File: src/rtl/acq_ctrl_pkg.sv
// Shared types and constants for the acquisition control sequencer.
package acq_ctrl_pkg;

    // Sequencer states; the encoding is visible on state_dbg.
    typedef enum logic [2:0] {
        IDLE  = 3'd0,
        ARMED = 3'd1,
        DELAY = 3'd2,
        STOP  = 3'd3,
        DONE  = 3'd4
    } acq_state_t;

    localparam logic [1:0] CMD_NOP       = 2'b00;
    localparam logic [1:0] CMD_ARM       = 2'b01;
    localparam logic [1:0] CMD_SOFT_TRIG = 2'b10;
    localparam logic [1:0] CMD_ABORT     = 2'b11;

    localparam int PRESCALE_LOG2_DEFAULT = 2;

    // Sampling window covers the wait for a trigger and the post-trigger delay.
    function automatic logic is_sampling(acq_state_t s);
        return (s == ARMED) || (s == DELAY);
    endfunction

    function automatic logic is_busy(acq_state_t s);
        return (s == ARMED) || (s == DELAY) || (s == STOP);
    endfunction

endpackage

File: src/rtl/acq_ctrl_sync_edge.sv
// sync_edge: WIDTH-bit two-flop synchroniser. With EDGE_EN=1 the output is a
// registered one-cycle rising-edge strobe of the synchronised signal instead
// of the synchronised level.
module sync_edge #(
    parameter int WIDTH   = 1,
    parameter bit EDGE_EN = 1'b0
) (
    input  logic             clk,
    input  logic             rst,
    input  logic [WIDTH-1:0] d,
    output logic [WIDTH-1:0] q
);

    logic [WIDTH-1:0] meta_q;
    logic [WIDTH-1:0] sync_q;

    // Two-flop metastability chain.
    always_ff @(posedge clk) begin
        if (rst) begin
            meta_q <= '0;
            sync_q <= '0;
        end else begin
            meta_q <= d;
            sync_q <= meta_q;
        end
    end

    generate
        if (EDGE_EN) begin : g_edge
            logic [WIDTH-1:0] prev_q;
            logic [WIDTH-1:0] rise_q;

            // Registered rising-edge detect on the synchronised level.
            always_ff @(posedge clk) begin
                if (rst) begin
                    prev_q <= '0;
                    rise_q <= '0;
                end else begin
                    prev_q <= sync_q;
                    rise_q <= sync_q & ~prev_q;
                end
            end

            assign q = rise_q;
        end else begin : g_level
            assign q = sync_q;
        end
    endgenerate

endmodule

File: src/rtl/acq_ctrl.sv
// acq_ctrl: arm -> trigger -> delay -> stop acquisition sequencer.
// Optional trigger counter enabled by defining ACQ_CTRL_TRIG_COUNT_EN;
// without it trig_count is tied to zero.
//
// state | meaning
// IDLE  | waiting for ARM
// ARMED | sampling, waiting for an accepted trigger
// DELAY | sampling, counting trigger_delay ticks
// STOP  | one-cycle stop-sampling strobe
// DONE  | acquisition complete, waiting for rearm or abort
module acq_ctrl
    import acq_ctrl_pkg::*;
#(
    parameter int PRESCALE_LOG2 = PRESCALE_LOG2_DEFAULT,
    parameter int CNT_W         = 16
) (
    input  logic             clk,
    input  logic             rst,
    input  logic [1:0]       instruction,
    input  logic [1:0]       mode,
    input  logic [5:0]       trigger_delay,
    input  logic             slow_mode,
    input  logic             trig_in,
    output logic             sample_en,
    output logic             stop_pulse,
    output logic             busy,
    output logic             done,
    output logic [2:0]       state_dbg,
    output logic [CNT_W-1:0] trig_count
);

    localparam int PW = (PRESCALE_LOG2 < 1) ? 1 : PRESCALE_LOG2;

    logic [1:0]    instr_s2;
    logic [1:0]    instr_s3_q, instr_s3_d;
    logic          ext_rise;
    logic [8:0]    cfg_meta_q, cfg_sync_q;
    logic [1:0]    mode_s;
    logic [5:0]    delay_s;
    logic          slow_s;

    logic [1:0]    warm_q, warm_d;
    logic          cmd_armed_q, cmd_armed_d;
    logic          cmd_fire;
    logic          cmd_arm, cmd_soft, cmd_abort;
    logic          trig_acc;
    logic          tick;
    logic          trig_taken;

    acq_state_t    state_q, state_d;
    logic [5:0]    dly_cnt_q, dly_cnt_d;
    logic [PW-1:0] presc_q, presc_d;
    logic          sample_en_q, stop_pulse_q, busy_q, done_q;

    sync_edge #(.WIDTH(2), .EDGE_EN(1'b0)) u_sync_instr (
        .clk (clk),
        .rst (rst),
        .d   (instruction),
        .q   (instr_s2)
    );

    sync_edge #(.WIDTH(1), .EDGE_EN(1'b1)) u_sync_trig (
        .clk (clk),
        .rst (rst),
        .d   (trig_in),
        .q   (ext_rise)
    );

    // Quasi-static configuration only moves while IDLE; a plain two-flop chain suffices.
    always_ff @(posedge clk) begin
        if (rst) begin
            cfg_meta_q <= '0;
            cfg_sync_q <= '0;
        end else begin
            cfg_meta_q <= {slow_mode, trigger_delay, mode};
            cfg_sync_q <= cfg_meta_q;
        end
    end

    assign mode_s  = cfg_sync_q[1:0];
    assign delay_s = cfg_sync_q[7:2];
    assign slow_s  = cfg_sync_q[8];

    // Command decode: fire once per write when stages 2/3 agree; the flag only
    // rearms on a genuine return to NOP seen after the sync chain has refilled,
    // so a command held through reset cannot fire again.
    always_comb begin
        instr_s3_d  = instr_s2;
        warm_d      = (warm_q == 2'd3) ? warm_q : warm_q + 2'd1;
        cmd_fire    = cmd_armed_q && (instr_s2 == instr_s3_q) && (instr_s3_q != CMD_NOP);
        cmd_armed_d = cmd_armed_q;
        if (cmd_fire) begin
            cmd_armed_d = 1'b0;
        end else if ((warm_q == 2'd3) && (instr_s3_q == CMD_NOP)) begin
            cmd_armed_d = 1'b1;
        end
        cmd_arm   = cmd_fire && (instr_s3_q == CMD_ARM);
        cmd_soft  = cmd_fire && (instr_s3_q == CMD_SOFT_TRIG);
        cmd_abort = cmd_fire && (instr_s3_q == CMD_ABORT);
        trig_acc  = (ext_rise && mode_s[0]) || (cmd_soft && mode_s[1]);
    end

    // Command-path flops.
    always_ff @(posedge clk) begin
        if (rst) begin
            instr_s3_q  <= CMD_NOP;
            warm_q      <= '0;
            cmd_armed_q <= 1'b0;
        end else begin
            instr_s3_q  <= instr_s3_d;
            warm_q      <= warm_d;
            cmd_armed_q <= cmd_armed_d;
        end
    end

    assign tick = !slow_s || (PRESCALE_LOG2 == 0) || (&presc_q);

    // Next-state logic; ABORT overrides everything, including a coincident trigger.
    always_comb begin
        state_d    = state_q;
        dly_cnt_d  = dly_cnt_q;
        presc_d    = presc_q + 1'b1;
        trig_taken = 1'b0;
        case (state_q)
            IDLE: begin
                if (cmd_arm) state_d = ARMED;
            end
            ARMED: begin
                if (trig_acc) begin
                    state_d    = DELAY;
                    dly_cnt_d  = delay_s;
                    presc_d    = '0;
                    trig_taken = 1'b1;
                end
            end
            DELAY: begin
                if (dly_cnt_q == '0) begin
                    state_d = STOP;
                end else if (tick) begin
                    dly_cnt_d = dly_cnt_q - 6'd1;
                end
            end
            STOP: begin
                state_d = DONE;
            end
            DONE: begin
                if (cmd_arm) state_d = ARMED;
            end
            default: begin
                state_d = IDLE;
            end
        endcase
        if (cmd_abort) begin
            state_d    = IDLE;
            trig_taken = 1'b0;
        end
    end

    // State register with outputs decoded from the next state so they track state_q exactly.
    always_ff @(posedge clk) begin
        if (rst) begin
            state_q      <= IDLE;
            dly_cnt_q    <= '0;
            presc_q      <= '0;
            sample_en_q  <= 1'b0;
            stop_pulse_q <= 1'b0;
            busy_q       <= 1'b0;
            done_q       <= 1'b0;
        end else begin
            state_q      <= state_d;
            dly_cnt_q    <= dly_cnt_d;
            presc_q      <= presc_d;
            sample_en_q  <= is_sampling(state_d);
            stop_pulse_q <= (state_d == STOP);
            busy_q       <= is_busy(state_d);
            done_q       <= (state_d == DONE);
        end
    end

    assign sample_en  = sample_en_q;
    assign stop_pulse = stop_pulse_q;
    assign busy       = busy_q;
    assign done       = done_q;
    assign state_dbg  = state_q;

`ifdef ACQ_CTRL_TRIG_COUNT_EN
    logic [CNT_W-1:0] trig_cnt_q, trig_cnt_d;

    // Saturating count of triggers that actually started a delay.
    always_comb begin
        trig_cnt_d = trig_cnt_q;
        if (trig_taken && !(&trig_cnt_q)) trig_cnt_d = trig_cnt_q + 1'b1;
    end

    // Trigger counter register, cleared only by reset.
    always_ff @(posedge clk) begin
        if (rst) trig_cnt_q <= '0;
        else     trig_cnt_q <= trig_cnt_d;
    end

    assign trig_count = trig_cnt_q;
`else
    logic unused_trig_taken;
    assign unused_trig_taken = trig_taken;
    assign trig_count        = '0;
`endif

endmodule

File: config.mk
export PLATFORM = sky130hd
export DESIGN_NAME = acq_ctrl
export DESIGN_NICKNAME = d
export VERILOG_FILES = /design/src/rtl/acq_ctrl_pkg.sv /design/src/rtl/acq_ctrl_sync_edge.sv /design/src/rtl/acq_ctrl.sv
export SDC_FILE = /design/constraint.sdc
export NUM_CORES = 1
export LEC_CHECK = 0
export BUFFER_PORTS_ARGS = -buffer_cell sky130_fd_sc_hd__buf_2
export CAP_MARGIN = 40
export CORE_MARGIN = 2
export CORE_UTILIZATION = 48
export CTS_BUF_LIST = sky130_fd_sc_hd__clkbuf_8 sky130_fd_sc_hd__clkbuf_16
export DETAILED_ROUTE_END_ITERATION = 7
export GPL_TIMING_DRIVEN = 0
export PLACE_DENSITY = 0.74
export SYNTH_ARGS = -nofsm -noshare
export SYNTH_HDL_FRONTEND = slang
export SYNTH_SLANG_ARGS = --single-unit
File: constraint.sdc
create_clock -name clk -period 1.9 [get_ports clk]
set_clock_uncertainty 0.15 [all_clocks]
set_input_delay 0.285 -clock clk [delete_from_list [all_inputs] [get_ports clk]]
set_output_delay 0.285 -clock clk [all_outputs]
set_load 0.02 [all_outputs]
==> run_results.csv <==
group,metric,value,unit
yosys,netlist_instances,187,
route,drtPass1Iterations,4,
yosys,synth_compound_area_share,11.15,%
floorplan,chipWidth,65.73,um
placement,placed_area,2046,um2
clocking,cts_tree,"built",
global_routing,antenna_found_initial,0,
timing,setup_viol,3,
timing,worst_slack,-0.01303,ns
yosys,synth_ff_type,"dfxtp_1",
pwr,power_density,839.3,nW/um2
global_routing,grt_pass1_vias,1180,
global_routing,grt_max_degree,15,
clocking,cts-htree-levels,2,
critical_path,startpoint_type,"flip-flop",
floorplan,initial_core_util,49.97,%
finish,nNetsFinal,250,
placement,post-dp-hpwl,2.027,mm
clocking,cts_inserted_buffers,5,
critical_path,required,1.98,ns
clocking,cts_buffer_depth,2,
yosys,synth-simple-area-share,25.10,%
worst_hold_path,hold_class,"in -> reg",
critical_path,worstPathCellList,"inv_2, ha_4, or4b_4, or3_4, nand2_4, mux2i_1",
clocking,cts.clk_slew.worst_paths,0.08,ns
clocking,root_buffer,"clkbuf_8",
critical_path,critPathCaptureType,"flip-flop",
pwr,p_leak,0.0009754,uW
global_routing,grt_use_total,14.97,%
yosys,ys_ff_latch,46,
finish,drive_gt1_share,28.63,%
clocking,clock_latency,0.30,ns
clocking,holdBufCountCts,0,
run_status,outcome,"finished, violations left",
critical_path,critPathSlowestCell,"or4b_4",
route,wirelength,2.967,mm
yosys,syn_area,1829,um2
placement,place_inst,270,
placement,place.gp.congestion,0.8662,
floorplan,design.die.area,4320,um2
yosys,synth_cell_type_count,39,
clocking,cts_sinks,46,
yosys,avgSynthCellArea,9.782,um2
timing,rsz0062_at_grt,"true",
critical_path,reg2reg_setup_slack,-0.01,ns
route,wl_per_cell,10.52,um
yosys,yosys-mux-area-fraction,1.094,%
route,dr_total_vias,1319,
yosys,synthXorXnorAreaFrac,0.9576,%
floorplan,ios,37,
pwr,vdd_drop_max,0.5768,mV
critical_path,cp_top_family,"simple AND/OR/NAND/NOR gates",
finish,fin_cells,282,
placement,port_buffers,20,
critical_path,arrival,1.99,ns
route,viasPerCell,4.677,
timing,finalHoldViolCount,0,
route,drc_errors,0,
global_routing,grt_pass1_wl,4.933,mm
yosys,synth_fa_ha_area_share,2.052,%
timing,min_period,1.913,ns
timing,relSlewSlack,65.70,%
critical_path,crit_type,"reg -> reg",
finish,final_cell_area,2226,um2
timing,max_freq,0.5227,GHz
critical_path,cp.buffers_inverters,1,
finish,area_delta_synth_final,21.68,%
floorplan,core,3661,um2
critical_path,cpPeakStageDelay,0.47,ns
timing,drv_slew,0,
floorplan,dieHeight,65.73,um
global_routing,gr-total-overflow,0,
yosys,async_reset_ff_share,0,%
route,ant_nets,0,
run_status,violations,"negative setup slack",
run,maxCapViolCount,0,
yosys,yosysSeqAreaShare,50.34,%
timing,worstMarginPinSlew,0.5144,ns
floorplan,std_cell_rows,22,
placement,pre_cts_ws,-0.09565,ns
route,drt_iter0_drc,52,
yosys,ys_warn_count,0,
timing,finalCritPeriodShare,100.7,%
critical_path,cp_max_fo,5,
yosys,synth_top_family_by_area,"simple AND/OR/NAND/NOR gates",
yosys,synth_edf_count,0,
finish,antenna_cells,0,
-- cells in the final DEF (no fill, tap or decap), types with 2 or more instances in the layout --
cell	synthesis	final
dfxtp_2	0	5
nor2b_1	29	29
o21a_1	5	5
nor3_1	4	4
o21ai_0	3	3
nor2_1	10	10
nand2_1	15	15
ha_1	3	2
mux2i_1	2	2
dfxtp_1	46	41
clkbuf_1	4	4
nand2b_1	3	3
nor4_1	3	2
buf_2	1	21
a21oi_1	10	10
o32ai_1	4	3
buf_4	16	20
nor3b_1	3	3
a31oi_1	2	2
inv_1	4	3
inv_2	0	2
conb_1	1	16
clkbuf_8	0	5
-- layout make-up --
class | instances | area [um2]
clock inverters | 3 | 41.29
well taps | 48 | 60.06
clock buffers | 5 | 68.82
fillers | 320 | 1435
plain buffers | 22 | 151.4
flip-flops and latches | 46 | 927.1
repair buffers | 24 | 130.1
multi-input cells | 130 | 832.0
inverters | 4 | 15.01
-- registers in the layout, indices dropped and copies added, names as in the netlist --
name and flops:
u_sync_trig.q 1, u_sync_trig.g_edge.prev_q 1, cfg_sync_q 9, done 1, state_dbg 3, u_sync_instr.q 2
cmd_armed_q 1, stop_pulse 1, sample_en 1, busy 1, dly_cnt_q 6, u_sync_trig.sync_q 1
cfg_meta_q 9, u_sync_instr.meta_q 2, u_sync_trig.meta_q 1, presc_q 2, warm_q 2, instr_s3_q 2
-- kinds of logic (layout without fill, tap and decap cells) --
group                      count (synthesis)  in the layout
muxes                                      2              2
AOI/OAI and AO/OA                         29             29
xor gates and xnor gates                   2              2
and+or+nand+nor                           78             78
other                                      1             16
DFF                                       46             46
buffers and inverters                     26             58
adders and majority gates                  3              3
-- worst reg2reg max path, delay by kind of cell, from the launching register on --
kind / cells / cell delay (ns)
buffers and inverters: 1 / 0.06
adder cells (fa/ha/maj): 1 / 0.13
AND/OR/NAND/NOR: 3 / 1.00
flip-flops: 1 / 0.34
multiplexers: 1 / 0.17
-- report_power, final --
part | internal, uW | switching (uW) | total, uW | leakage [uW]
registers | 1010 | 17.7 | 1020 | 0.000380
logic | 68.5 | 73.6 | 142 | 0.000540
clock network | 387 | 317 | 703 | 0.0000556
-- cell usage after synthesis (3+ instances only) --
cell type / count / area, um2
nor2b_1: 29 / 181.4
ha_1: 3 / 37.54
inv_1: 4 / 15.01
dfxtp_1: 46 / 920.9
nor3b_1: 3 / 22.52
clkbuf_1: 4 / 15.01
nand2_1: 15 / 56.30
a21oi_1: 10 / 50.05
nor4_1: 3 / 18.77
o32ai_1: 4 / 35.03
buf_4: 16 / 120.1
o21ai_0: 3 / 15.01
o21a_1: 5 / 37.54
nand2b_1: 3 / 18.77
nor2_1: 10 / 37.54
nor3_1: 4 / 20.02
-- through the flow --
| step | total power [uW] | utilization (%) | setup TNS [ns] | hold slack (ns) |
|---|---|---|---|---|
| 3_5_place_dp | 1187 | 55.88 | -0.5042 | 0.2314 |
| 3_3_place_gp | 1184 | 55.88 | -0.4088 | 0.2221 |
| 2_1_floorplan | 1158 | - | 0 | 0.2141 |
| 5_1_grt | 1959 | 60.80 | -0.3752 | 0.04381 |
| 4_1_cts | 1877 | 59.64 | -0.005390 | 0.04158 |
| 6_report | 1868 | 60.80 | -0.02681 | 0.04330 |
-- layer usage --
metal | vias up | wire length (um) | track usage [%]
met2 | 31 | 1373 | 25.00
met4 | 0 | 70 | 9.375
met1 | 598 | 1392 | 17.71
li1 | 685 | - | -
met3 | 5 | 130 | 2.568
met5 | - | 0 | 0
-- timing repair --
item                       CTS  global route
setup endpoints to repair    8             7
setup buffers                3             1
gates resized for setup      4             8
pin swaps                    4             4
-- worst paths after layout --
kind                                                 from  cells after the start            end
worst min register to register  u_sync_trig.g_edge.prev_q                      1  u_sync_trig.q
worst min-delay path                              mode[0]                      2  cfg_meta_q[0]
worst max register to register               dly_cnt_q[0]                      6   dly_cnt_q[1]
worst max-delay path                         dly_cnt_q[0]                      6   dly_cnt_q[1]
No activity file was read; power rests on OpenSTA's default activity.
